**src/rtl/btb_update_ctrl_pkg.sv**
```systemverilog
// Shared encodings for the BTB update controller and its history table.
package btb_update_ctrl_pkg;

    // Command encodings driven onto the BTB command port
    localparam logic [1:0] BTB_NOP   = 2'b00;
    localparam logic [1:0] BTB_INVAL = 2'b01;
    localparam logic [1:0] BTB_WRITE = 2'b10;

    // Two-bit saturating counter values
    localparam logic [1:0] SNT = 2'd0;
    localparam logic [1:0] WNT = 2'd1;
    localparam logic [1:0] WT  = 2'd2;
    localparam logic [1:0] ST  = 2'd3;

    // Index is taken from the word-aligned PC, starting at bit 2
    localparam int IDX_LSB     = 2;
    localparam int IDX_W_DFLT  = 4;

    typedef enum logic [0:0] {
        INIT = 1'b0,
        RUN  = 1'b1
    } state_e;

endpackage

```
**src/rtl/btb_update_ctrl_bht.sv**
```systemverilog
// Branch history table: one 2-bit saturating counter per BTB index.
module bht_2bit
    import btb_update_ctrl_pkg::*;
#(
    parameter int IDX_W = IDX_W_DFLT
) (
    input  logic             clk,
    input  logic             rst_n,
    input  logic [IDX_W-1:0] rd_idx_i,
    input  logic             upd_en_i,
    input  logic             taken_i,
    output logic [1:0]       cnt_o
);

    localparam int ENTRIES = 2 ** IDX_W;

    logic [1:0] cnt_q [ENTRIES];
    logic [1:0] cur;

    assign cur = cnt_q[rd_idx_i];

    // Saturating step of the addressed counter toward the actual outcome
    always_comb begin
        cnt_o = cur;
        if (taken_i) begin
            cnt_o = (cur == ST) ? ST : cur + 2'd1;
        end else begin
            cnt_o = (cur == SNT) ? SNT : cur - 2'd1;
        end
    end

    // Counter array: weakly not-taken after reset, written once per accepted branch
    always_ff @(posedge clk) begin
        if (!rst_n) begin
            for (int i = 0; i < ENTRIES; i++) begin
                cnt_q[i] <= WNT;
            end
        end else if (upd_en_i) begin
            cnt_q[rd_idx_i] <= cnt_o;
        end
    end

endmodule

```
**src/rtl/btb_update_ctrl.sv**
```systemverilog
// Branch-resolution controller: redirect on misprediction, BHT update,
// BTB write/invalidate sequencing and an invalidate sweep after reset.
module btb_update_ctrl
    import btb_update_ctrl_pkg::*;
#(
    parameter int IDX_W = IDX_W_DFLT,
    parameter int CNT_W = 32
) (
    input  logic             clk,
    input  logic             rst_n,
    input  logic             ex_valid,
    input  logic [31:0]      ex_pc,
    input  logic             ex_taken,
    input  logic [31:0]      ex_target,
    input  logic             ex_pred_hit,
    input  logic [31:0]      ex_pred_pc,
    output logic [1:0]       btb_cmd,
    output logic [31:0]      btb_pc,
    output logic [31:0]      btb_npc,
    output logic             redirect,
    output logic [31:0]      redirect_pc,
    output logic             busy,
    output logic [CNT_W-1:0] br_cnt,
    output logic [CNT_W-1:0] mis_cnt
);

    state_e           state_q, state_d;
    logic [IDX_W-1:0] idx_q, idx_d;
    logic [1:0]       cmd_q, cmd_d;
    logic [31:0]      pc_q, pc_d;
    logic [31:0]      npc_q, npc_d;
    logic [CNT_W-1:0] br_q, br_d;
    logic [CNT_W-1:0] mis_q, mis_d;

    logic             sweeping;
    logic             accept;
    logic             mis;
    logic [1:0]       cnt_nxt;
    logic [31:0]      sweep_pc;

    // Reset counts as busy so a branch in the reset cycle has no side effects
    assign busy     = !rst_n || (state_q == INIT);
    assign sweeping = rst_n && (state_q == INIT);
    assign accept   = ex_valid && !busy;
    assign sweep_pc = 32'(idx_q) << IDX_LSB;

    assign mis = (ex_taken != ex_pred_hit) ||
                 (ex_taken && ex_pred_hit && (ex_target != ex_pred_pc));

    assign redirect    = accept && mis;
    assign redirect_pc = redirect ? (ex_taken ? ex_target : ex_pc + 32'd4) : 32'd0;

    // The sweep drives the BTB directly so it lines up with busy; afterwards
    // the registered command is presented.
    assign btb_cmd = sweeping ? BTB_INVAL : cmd_q;
    assign btb_pc  = sweeping ? sweep_pc  : pc_q;
    assign btb_npc = npc_q;
    assign br_cnt  = br_q;
    assign mis_cnt = mis_q;

    bht_2bit #(
        .IDX_W (IDX_W)
    ) u_bht (
        .clk      (clk),
        .rst_n    (rst_n),
        .rd_idx_i (ex_pc[IDX_W+1:IDX_LSB]),
        .upd_en_i (accept),
        .taken_i  (ex_taken),
        .cnt_o    (cnt_nxt)
    );

    // Sweep sequencing: walk every index once, then run
    always_comb begin
        state_d = state_q;
        idx_d   = idx_q;
        if (state_q == INIT) begin
            idx_d = idx_q + IDX_W'(1);
            if (idx_q == {IDX_W{1'b1}}) begin
                state_d = RUN;
            end
        end
    end

    // BTB command selection from the updated counter, plus performance counters
    always_comb begin
        cmd_d = BTB_NOP;
        pc_d  = pc_q;
        npc_d = npc_q;
        br_d  = br_q;
        mis_d = mis_q;
        if (accept) begin
            br_d = br_q + CNT_W'(1);
            if (mis) begin
                mis_d = mis_q + CNT_W'(1);
            end
            if (ex_taken && (cnt_nxt >= WT)) begin
                cmd_d = BTB_WRITE;
                pc_d  = ex_pc;
                npc_d = ex_target;
            end else if ((cnt_nxt <= WNT) && ex_pred_hit) begin
                cmd_d = BTB_INVAL;
                pc_d  = ex_pc;
            end
        end
    end

    // State registers; reset drops any pending command and restarts the sweep
    always_ff @(posedge clk) begin
        if (!rst_n) begin
            state_q <= INIT;
            idx_q   <= '0;
            cmd_q   <= BTB_NOP;
            pc_q    <= '0;
            npc_q   <= '0;
            br_q    <= '0;
            mis_q   <= '0;
        end else begin
            state_q <= state_d;
            idx_q   <= idx_d;
            cmd_q   <= cmd_d;
            pc_q    <= pc_d;
            npc_q   <= npc_d;
            br_q    <= br_d;
            mis_q   <= mis_d;
        end
    end

endmodule
```
**config.mk**
```make
export PLATFORM = sky130hd
export DESIGN_NAME = btb_update_ctrl
export DESIGN_NICKNAME = d
export VERILOG_FILES = /design/src/rtl/btb_update_ctrl_pkg.sv /design/src/rtl/btb_update_ctrl_bht.sv /design/src/rtl/btb_update_ctrl.sv
export SDC_FILE = /design/constraint.sdc
export NUM_CORES = 1
export LEC_CHECK = 0
export CAP_MARGIN = 20
export CORE_ASPECT_RATIO = 1.75
export CORE_MARGIN = 3
export CORE_UTILIZATION = 44
export CTS_CLUSTER_DIAMETER = 50
export DETAILED_ROUTE_END_ITERATION = 8
export PLACE_DENSITY = 0.8
export RECOVER_POWER = 25
export REMOVE_ABC_BUFFERS = 1
export SYNTH_ARGS = -nofsm -noshare
export SYNTH_HDL_FRONTEND = slang
export SYNTH_HIERARCHICAL = 1
export SYNTH_SLANG_ARGS = --single-unit
```
**constraint.sdc**
```tcl
create_clock -name clk -period 3 [get_ports clk]
set_input_delay 0.45 -clock clk [delete_from_list [all_inputs] [get_ports clk]]
set_output_delay 0.45 -clock clk [all_outputs]
set_load 0.01 [all_outputs]
```
## Word level (Yosys, flattened, before mapping)

Memory sizes are Yosys's and may differ from the RTL's.
Cells that the tools add are included.

- $add $sub $neg: 6
- $mul: 0
- Divide/modulo/power cells: 0
- Order comparisons: 2
- Eq/ne operators: 4
- Shifts and indexed selects: 0
- Muxes and demuxes: 20
- Bitwise logic cells: 3
- Reduce and logical (&&, ||, !) cells: 19

Operator list:

| operator | count |
|---|---|
| $mux 32 | 5 |
| $add 32x1->32 const B | 2 |
| $add 32x3->32 const B | 1 |
| $ne 32x32->1 | 1 |
| $mux 2 | 6 |
| $mux 1 | 8 |
| $reduce_and 2->1 | 4 |
| $logic_and 1x1->1 | 7 |
| $add 4x1->4 const B | 1 |
| $eq 4x4->1 const B | 1 |
| $mux 4 | 1 |
| $not 1->1 | 3 |
| $reduce_or 3->1 | 1 |
| $add 2x1->2 const B | 1 |
| $eq 2x2->1 const B | 1 |
| $ge 2x2->1 const B | 1 |
| $le 2x1->1 const B | 1 |
| $logic_not 1->1 | 2 |
| $logic_not 2->1 | 1 |
| $logic_or 1x1->1 | 2 |
| $reduce_bool 2->1 | 1 |
| $reduce_or 2->1 | 1 |
| $sub 2x1->2 const B | 1 |
| $ne 1x1->1 | 1 |

- Register bits: 135
- Latch bits: 0
- RAM bits: 32
- Bits in read-only memories: 0
- Input port bits: 101
- Output and inout port bits: 164
- Word-level logic and storage cells: 63
- Memories kept: 1

Memory list:

| memory | words | bits a word | rd ports | clocked after memory_dff | wr ports | RTL line | source |
|---|---|---|---|---|---|---|---|
| u_bht.cnt_q | 16 | 2 | 1 | 0 | 16 | btb_update_ctrl_bht.sv:17 | `logic [1:0] cnt_q [ENTRIES];` |

## Depth between registers and ports, before layout

Gate-level depths: netlist of run 1.

- Word-level depth: 9
- Depth in mapped cells: 14
- Gate-level depth less buffers: 10

## Cells and area by module

Netlist of run 1, hierarchy kept.

Modules (own cells, without submodules):

| module | times used | cells each | area an instance (um^2) | seq. area each (um^2) |
|---|---|---|---|---|
| btb_update_ctrl | 1 | 986 | 7875.1 | 2702.6 |
| bht_2bit | 1 | 137 | 1657.8 | 960.9 |

## Least setup slack after synthesis of run 1

Ideal clock, no wire load.

- Kind: input -> register
- Start: input port ex_pc[2]
- End: register pc_q[10]
- Setup time: 0.122 ns
- Arrival time: 2.715 ns
- Data required time: 2.878 ns
- Path slack: 0.163 ns
- Cell stages on the path: 14
- Buffers on the path: 4
- Cells stage by stage: buf_6 -> mux4_1 -> a22o_1 -> nor2_4 -> maj3_4 -> buf_6 -> inv_1 -> nand3_2 -> inv_2 -> or2_2 -> buf_2 -> buf_2 -> nand2_1 -> a21boi_0

- Word-level cells in the longest chain between the ends: 8
- Elaborated cells between the ends (all ways): 15
- Those cells by class: 2 x add/sub; 2 x order compare; 1 x eq/ne; 4 x mux; 5 x reduce/logical; 1 x memory

RTL lines:

| element | RTL line | source |
|---|---|---|
| start: declaration | btb_update_ctrl.sv:12 | `input logic [31:0] ex_pc,` |
| $mem_v2 16x2 (*) | - |  |
| $sub 2x1->2 (tied with other cells) | btb_update_ctrl_bht.sv:28 | `cnt_o = (cur == SNT) ? SNT : cur - 2'd1;` |
| $mux 2 (on tied branches) | btb_update_ctrl_bht.sv:28, btb_update_ctrl_bht.sv:26 |  |
| $mux 2 (*) | btb_update_ctrl_bht.sv:25 | `if (taken_i) begin` |
| named net cnt_nxt[1] | btb_update_ctrl.sv:38 | `logic [1:0] cnt_nxt;` |
| $ge 2x2->1 or $le 2x1->1 (tied branches) | btb_update_ctrl.sv:96, btb_update_ctrl.sv:100 |  |
| $logic_and 1x1->1 (on tied branches) | btb_update_ctrl.sv:96, btb_update_ctrl.sv:100 |  |
| $reduce_bool 2->1 (no line) | - |  |
| $reduce_and 2->1 (no line) | - |  |
| end signal: assignment | btb_update_ctrl.sv:121 | `pc_q <= pc_d;` |
| end: declaration | btb_update_ctrl.sv:30 | `logic [31:0] pc_q, pc_d;` |

The timed path passes the listed nets; every way through them passes the cells marked *.
A chain may end at the register's enable or synchronous reset.

## Final worst setup path of run 1

- Start: input port ex_pred_pc[21]
- End: output port redirect_pc[16]

- Word-level cells in the longest chain between the ends: 5

RTL lines:

| element | RTL line | source |
|---|---|---|
| start: declaration | btb_update_ctrl.sv:16 | `input logic [31:0] ex_pred_pc,` |
| $ne 32x32->1 | btb_update_ctrl.sv:48 | `(ex_taken && ex_pred_hit && (ex_target != ex_pred_pc));` |
| $logic_and 1x1->1 | btb_update_ctrl.sv:48 |  |
| $logic_or 1x1->1 | btb_update_ctrl.sv:47 | `assign mis = (ex_taken != ex_pred_hit) \|\|` |
| $logic_and 1x1->1 | btb_update_ctrl.sv:50 | `assign redirect = accept && mis;` |
| $mux 32 | btb_update_ctrl.sv:51 | `assign redirect_pc = redirect ? (ex_taken ? ex_target : ex_pc + 32'd4) : 32'd0;` |
| end: declaration | btb_update_ctrl.sv:21 | `output logic [31:0] redirect_pc,` |

Every way passes these cells.

==> flow_summary.json, run 1 <==
{
  "cts_max_path_buffers": 2,
  "final.min_clock_period_ps": 2950,
  "grtUsageTotal_pct": 28.4,
  "startpoint_type": "primary input",
  "antenna_found_initial": 4,
  "whs_ps": 343,
  "skew_ps": 13.9,
  "setup.worst_path.class": "in -> out",
  "maxSlewHeadroom_pct": 5.95,
  "min_from": "ex_target[18]",
  "clk_pin_slew_worst_paths_ps": 60,
  "cts_tree": "yes",
  "finalCritPeriodShare_pct": 98.3,
  "final_antenna_net_count": 0,
  "wl_per_cell_um": 18.7,
  "status": "completed",
  "finalSetupViolations": 0,
  "syn2layout_area_growth_pct": 49.1,
  "busiest_layer": "met2",
  "ir_drop_v": 0.000283,
  "die_height_um": 201,
  "post-route-cell-area_mm2": 0.0142,
  "setup.worst_path.end": "redirect_pc[16]",
  "worstSetupEndpointType": "output pin",
  "port_buffers": 264,
  "layout-drive-gt1-share_pct": 20.6,
  "cts_buffers": 17,
  "cpMostUsedCell": "buf_4",
  "grt_util_met2_pct": 50.2,
  "num-nets-final": 1603,
  "drt_iter0_drc": 661,
  "hold_class": "in -> reg",
  "hold_violations": 0,
  "fmax_mhz": 339,
  "worst-r2r-cell-count": 12,
  "r2r_start": "u_bht/cnt_q[1][1]$_SDFFCE_PN0P_",
  "use_met3_pct": 5.25,
  "routed_via_density": 5.37,
  "worst-r2r-setup-slack_ps": 500,
  "grt_max_degree": 103,
  "drv_cap": 0,
  "avgSynthCellArea_um2": 8.49,
  "p_per_area_mw_per_mm2": 349,
  "htree_levels": 4,
  "path_cells": "clkdlybuf4s50_1, xor2_2, nor4_2, buf_4, nand4_1, nor2_2, o21a_4, buf_12, buf_4, a21oi_1, buf_2",
  "syn_area_mm2": 0.00953,
  "yosysWarningCount": 6,
  "required_ps": 2550,
  "crit_start": "ex_pred_pc[21]",
  "crit_arrival_ps": 2500,
  "clockRootBuffer": "clkbuf_16",
  "tightest_slew_ps": 1410,
  "core_area_mm2": 0.0211,
  "slew_viol_final": 0,
  "io_pins": 265,
  "die-area_mm2": 0.0235,
  "fin_cells": 1800,
  "insertion_delay_ps": 450,
  "die_x_um": 117,
  "met1_usage_pct": 31.4,
  "drc": 0,
  "initial_core_util_pct": 45.1,
  "cts_sinks": 167,
  "grt_pass1_wl_um": 51800,
  "dp_cells": 1734,
  "rr_endpoint": "pc_q[23]$_SDFFE_PN0P_",
  "finalWeightedCongestion": 0.943,
  "setup_tns_ps": 0,
  "max_stage_delay_ps": 440,
  "post-dp-hpwl_um": 24500,
  "leakagePower_nw": 5.74,
  "firstDrtPassIters": 5,
  "critPathMaxFanout": 6,
  "num_vias": 9666,
  "placedInstanceArea_mm2": 0.0132,
  "syn_inst": 1122,
  "overflow": 0,
  "routed_wl_um": 33700,
  "grt_pass1_vias": 9755,
  "worst_path_max_delay_cell": "clkdlybuf4s50_1",
  "rows": 70
}
==> power breakdown <==
group | internal, mW | total, mW | switching, mW
Combinational | 0.308 | 0.631 | 0.323
Sequential | 2.29 | 2.30 | 0.00638
Clock | 1.06 | 2.03 | 0.971
==> how the worst min path moves through the flow <==
stage / end / depth (start not counted)
6_report: btb_npc[18]$_SDFFE_PN0P_ / 3
5_1_grt: btb_npc[18]$_SDFFE_PN0P_ / 3
4_1_cts: btb_npc[3]$_SDFFE_PN0P_ / 3
3_5_place_dp: pc_q[8]$_SDFFE_PN0P_ / 2
3_3_place_gp: pc_q[12]$_SDFFE_PN0P_ / 2
2_1_floorplan: pc_q[12]$_SDFFE_PN0P_ / 2
==> worst max-delay path: cells and delay by family <==
| kind | cells | cell delay [ps] |
|---|---|---|
| xor+xnor | 1 | 190 |
| simple gates | 3 | 580 |
| compound gates | 2 | 270 |
| buf+inv | 5 | 1000 |
==> layout make-up <==
cell class / count / area [µm²]
clock buffer: 17 / 425
timing repair buffer: 423 / 3800
antenna: 2 / 5.00
tap: 288 / 360
multi-input combinational: 878 / 5800
inverter: 10 / 37.5
sequential: 167 / 3660
fill: 1720 / 6900
clock inverter: 15 / 105
==> repair_timing <==
action	CTS	global route
cloned	1	1
buffers inserted	27	5
hold buffers	0	0
setup endpoints to repair	33	47
gates resized for setup	191	89
endpoints found under the hold margin	0	0
pin swaps	17	22
==> cell usage in the layout, fill, tap and decap left out, types with 19 or more instances in the layout <==
cell type        count
buf_4              141
xor2_1              23
nand2b_1            29
buf_2               29
xnor2_1             42
edfxtp_1            32
dlygate4sd3_1       70
nand3_1             55
nand4_1             39
xor2_2              22
nand2_1            242
dlymetal6s2s_1      19
mux2i_1             37
clkdlybuf4s50_1    105
and2_1              66
o21ai_0             19
a21boi_0            58
nor2_1              72
dfxtp_1            135
==> stage by stage <==
stage | setup slack, ps | power (mW) | utilization, %
6_report | 51.4 | 4.96 | 67.3
5_1_grt | -75.2 | 5.12 | 67.3
4_1_cts | 0.477 | 4.97 | 66.6
3_5_place_dp | -886 | 2.94 | 62.6
3_3_place_gp | -917 | 2.93 | 62.6
2_1_floorplan | -289 | 2.53 | -
==> flip-flops by register name, indices dropped and copies added, names as in the netlist <==
signal / cells
btb_npc: 32
cmd_q: 2
pc_q: 32
mis_cnt: 32
br_cnt: 32
idx_q: 4
u_bht/cnt_q: 32
state_q: 1
==> routing by layer <==
metal	share of wire, %	up-vias
li1	-	4604
met4	5.0	4
met2	53	377
met5	0.089	-
met3	6.1	91
met1	36	4590
Note: power is estimated with default switching activity, not from simulation.
==> run 2, diff against run 1 <==
--- a/config.mk
+++ b/config.mk
@@ -5,7 +5,6 @@
 export SDC_FILE = /design/constraint.sdc
 export NUM_CORES = 1
 export LEC_CHECK = 0
-export CAP_MARGIN = 20
 export CORE_ASPECT_RATIO = 1.75
 export CORE_MARGIN = 3
 export CORE_UTILIZATION = 44
==> results of run 2 <==
Final layout, timing and power as in run 1 (identical DEF).
==> run 3, diff against run 2 <==
--- a/config.mk
+++ b/config.mk
@@ -5,10 +5,10 @@
 export SDC_FILE = /design/constraint.sdc
 export NUM_CORES = 1
 export LEC_CHECK = 0
-export CORE_ASPECT_RATIO = 1.75
+export CORE_ASPECT_RATIO = 0.8
 export CORE_MARGIN = 3
 export CORE_UTILIZATION = 44
-export CTS_CLUSTER_DIAMETER = 50
+export CTS_CLUSTER_DIAMETER = 80
 export DETAILED_ROUTE_END_ITERATION = 8
 export PLACE_DENSITY = 0.8
 export RECOVER_POWER = 25
==> run 3 against run 2 <==
Effect of this change:
- die area decreased by 0.25%
- first-iteration DRC count grew 39%
- flip-flop and latch count stayed put
- clock power increased by 9.9%
- via count is 1.1% higher
- hold slack worse by 27 ps
- cell count is 1.9% lower
- clock-buffer cell count up 1
- register-to-register slack gained 40 ps
- largest cell class unchanged
==> flow_summary.json, run 3 (synthesis results as in run 1) <==
{
  "preCtsSetupSlack_ps": -535,
  "p_per_area_mw_per_mm2": 363,
  "worst_path_max_delay_cell": "clkdlybuf4s50_1",
  "max_stage_delay_ps": 500,
  "finalSetupViolations": 0,
  "layout-drive-gt1-share_pct": 18.8,
  "critPathMaxFanout": 6,
  "setup.worst_path.class": "in -> out",
  "initial_core_util_pct": 45.4,
  "clockRootBuffer": "clkbuf_16",
  "multi_input_area_mm2": 0.00577,
  "num-nets-final": 1588,
  "final_antenna_net_count": 0,
  "path_cells": "clkdlybuf4s50_1, and4_1, nand4_1, nor3_2, buf_4, nand2_1, xor2_1, a211oi_2, clkdlybuf4s15_1",
  "num_vias": 9769,
  "post-dp-hpwl_um": 23800,
  "overflow": 0,
  "clk_pin_slew_worst_paths_ps": 70,
  "io_pins": 265,
  "seq_area_mm2": 0.00366,
  "die_height_um": 138,
  "tightest_slew_ps": 1090,
  "insertion_delay_ps": 430,
  "grtUsageTotal_pct": 28.3,
  "cts_tree": "yes",
  "setup_ws_ps": 1.56,
  "worst-r2r-setup-slack_ps": 540,
  "status": "completed",
  "crit_arrival_ps": 2550,
  "required_ps": 2550,
  "wl_per_cell_um": 19.0,
  "n_fill_cell": 1639,
  "hold_violations": 0,
  "core_area_mm2": 0.0210,
  "whs_ps": 317,
  "finalCritPeriodShare_pct": 99.9,
  "grt_pass1_wl_um": 52000,
  "maxSlewHeadroom_pct": 27.5,
  "rows": 47,
  "die-area_mm2": 0.0235,
  "grt_max_degree": 117,
  "grt_pass1_vias": 9471,
  "startpoint_type": "primary input",
  "skew_ps": 10.1,
  "drv_cap": 0,
  "holdBufCountCts": 0,
  "cts_buffers": 17,
  "hold_class": "in -> reg",
  "drt_iter0_drc": 916,
  "cts_max_path_buffers": 2,
  "rsz0062_at_grt": "yes",
  "slew_viol_final": 0,
  "worstSetupEndpointType": "output pin",
  "fmax_mhz": 334,
  "htree_levels": 4,
  "drc": 0,
  "cts_sinks": 167,
  "finalWeightedCongestion": 0.912,
  "layout_common_cells": "nand2_1, dfxtp_1, buf_4",
  "ir_drop_v": 0.000281,
  "routed_wl_um": 33500,
  "antenna_found_initial": 1,
  "port_buffers": 264,
  "leakagePower_nw": 5.68,
  "syn2layout_area_growth_pct": 48.6,
  "die_x_um": 171,
  "routed_via_density": 5.53,
  "firstDrtPassIters": 5,
  "final_common_cell": "nand2_1",
  "final.min_clock_period_ps": 3000
}
-- run 3: changes by cell type in the layout (fill, tap and decap cells not counted), sizes merged --
cell and change:
buf -25, bufbuf +1, bufinv +1, clkbuf -8
clkdlybuf4s15 -1, clkdlybuf4s50 -7, clkinv -3, clkinvlp -2
diode -1, dlygate4sd2 +28, dlygate4sd3 +5, dlymetal6s2s -7
inv +3
-- run 3: final timing paths --
kind	depth (start not counted)	start	endpoint
min reg2reg	2	pc_q[24]$_SDFFE_PN0P_	pc_q[24]$_SDFFE_PN0P_
max reg2reg	10	u_bht/cnt_q[11][1]$_SDFFCE_PN0P_	pc_q[17]$_SDFFE_PN0P_
min	2	rst_n	btb_npc[6]$_SDFFE_PN0P_
max	9	ex_pc[15]	redirect_pc[28]
-- run 3: per-stage QoR --
stage	std cells	area, µm²	TNS (ps)	total power [mW]	util [%]
2_1_floorplan	1055	9180	-15280	2.53	-
3_3_place_gp	1707	13100	-27430	2.93	62.5
3_5_place_dp	1707	13100	-30810	2.94	62.5
4_1_cts	1761	14100	0	5.17	67.2
5_1_grt	1765	14200	0	5.33	67.5
6_report	1765	14200	0	5.15	67.5
-- run 3: what timing repair did --
action | CTS | global route
gates resized for setup | 187 | 35
endpoints found under the setup margin | 33 | 35
pin swaps | 20 | 15
gates cloned | 4 | 0
setup buffers | 21 | 3
endpoints found under the hold margin | 0 | 0
-- run 3: layout make-up --
class	instances	area share [%]
Clock inverter	14	1.11
Tap cell	269	2.38
Inverter	10	0.265
Timing Repair Buffer	408	26.5
Sequential cell	167	25.9
Antenna cell	1	0.0177
Multi-Input combinational cell	878	40.7
Clock buffer	18	3.10
-- run 3: critical path: cells and delay by family --
| kind | cells | cell delay [ps] |
|---|---|---|
| and+or+nand+nor | 4 | 700 |
| xor gates and xnor gates | 1 | 150 |
| AOI/OAI and AO/OA | 1 | 250 |
| buffers and inverters | 3 | 980 |
-- run 3: power breakdown --
part | switching, mW | internal [mW]
Combinational | 0.328 | 0.294
Sequential | 0.00603 | 2.29
Clock | 1.02 | 1.21
-- run 3: per-layer routing --
metal	vias to the layer above	part of all wire [%]	track usage (%)
li1	4582	-	-
met1	4682	41	36.0
met2	435	48	47.0
met3	70	8.0	8.03
met4	0	2.5	8.42
met5	-	0	0
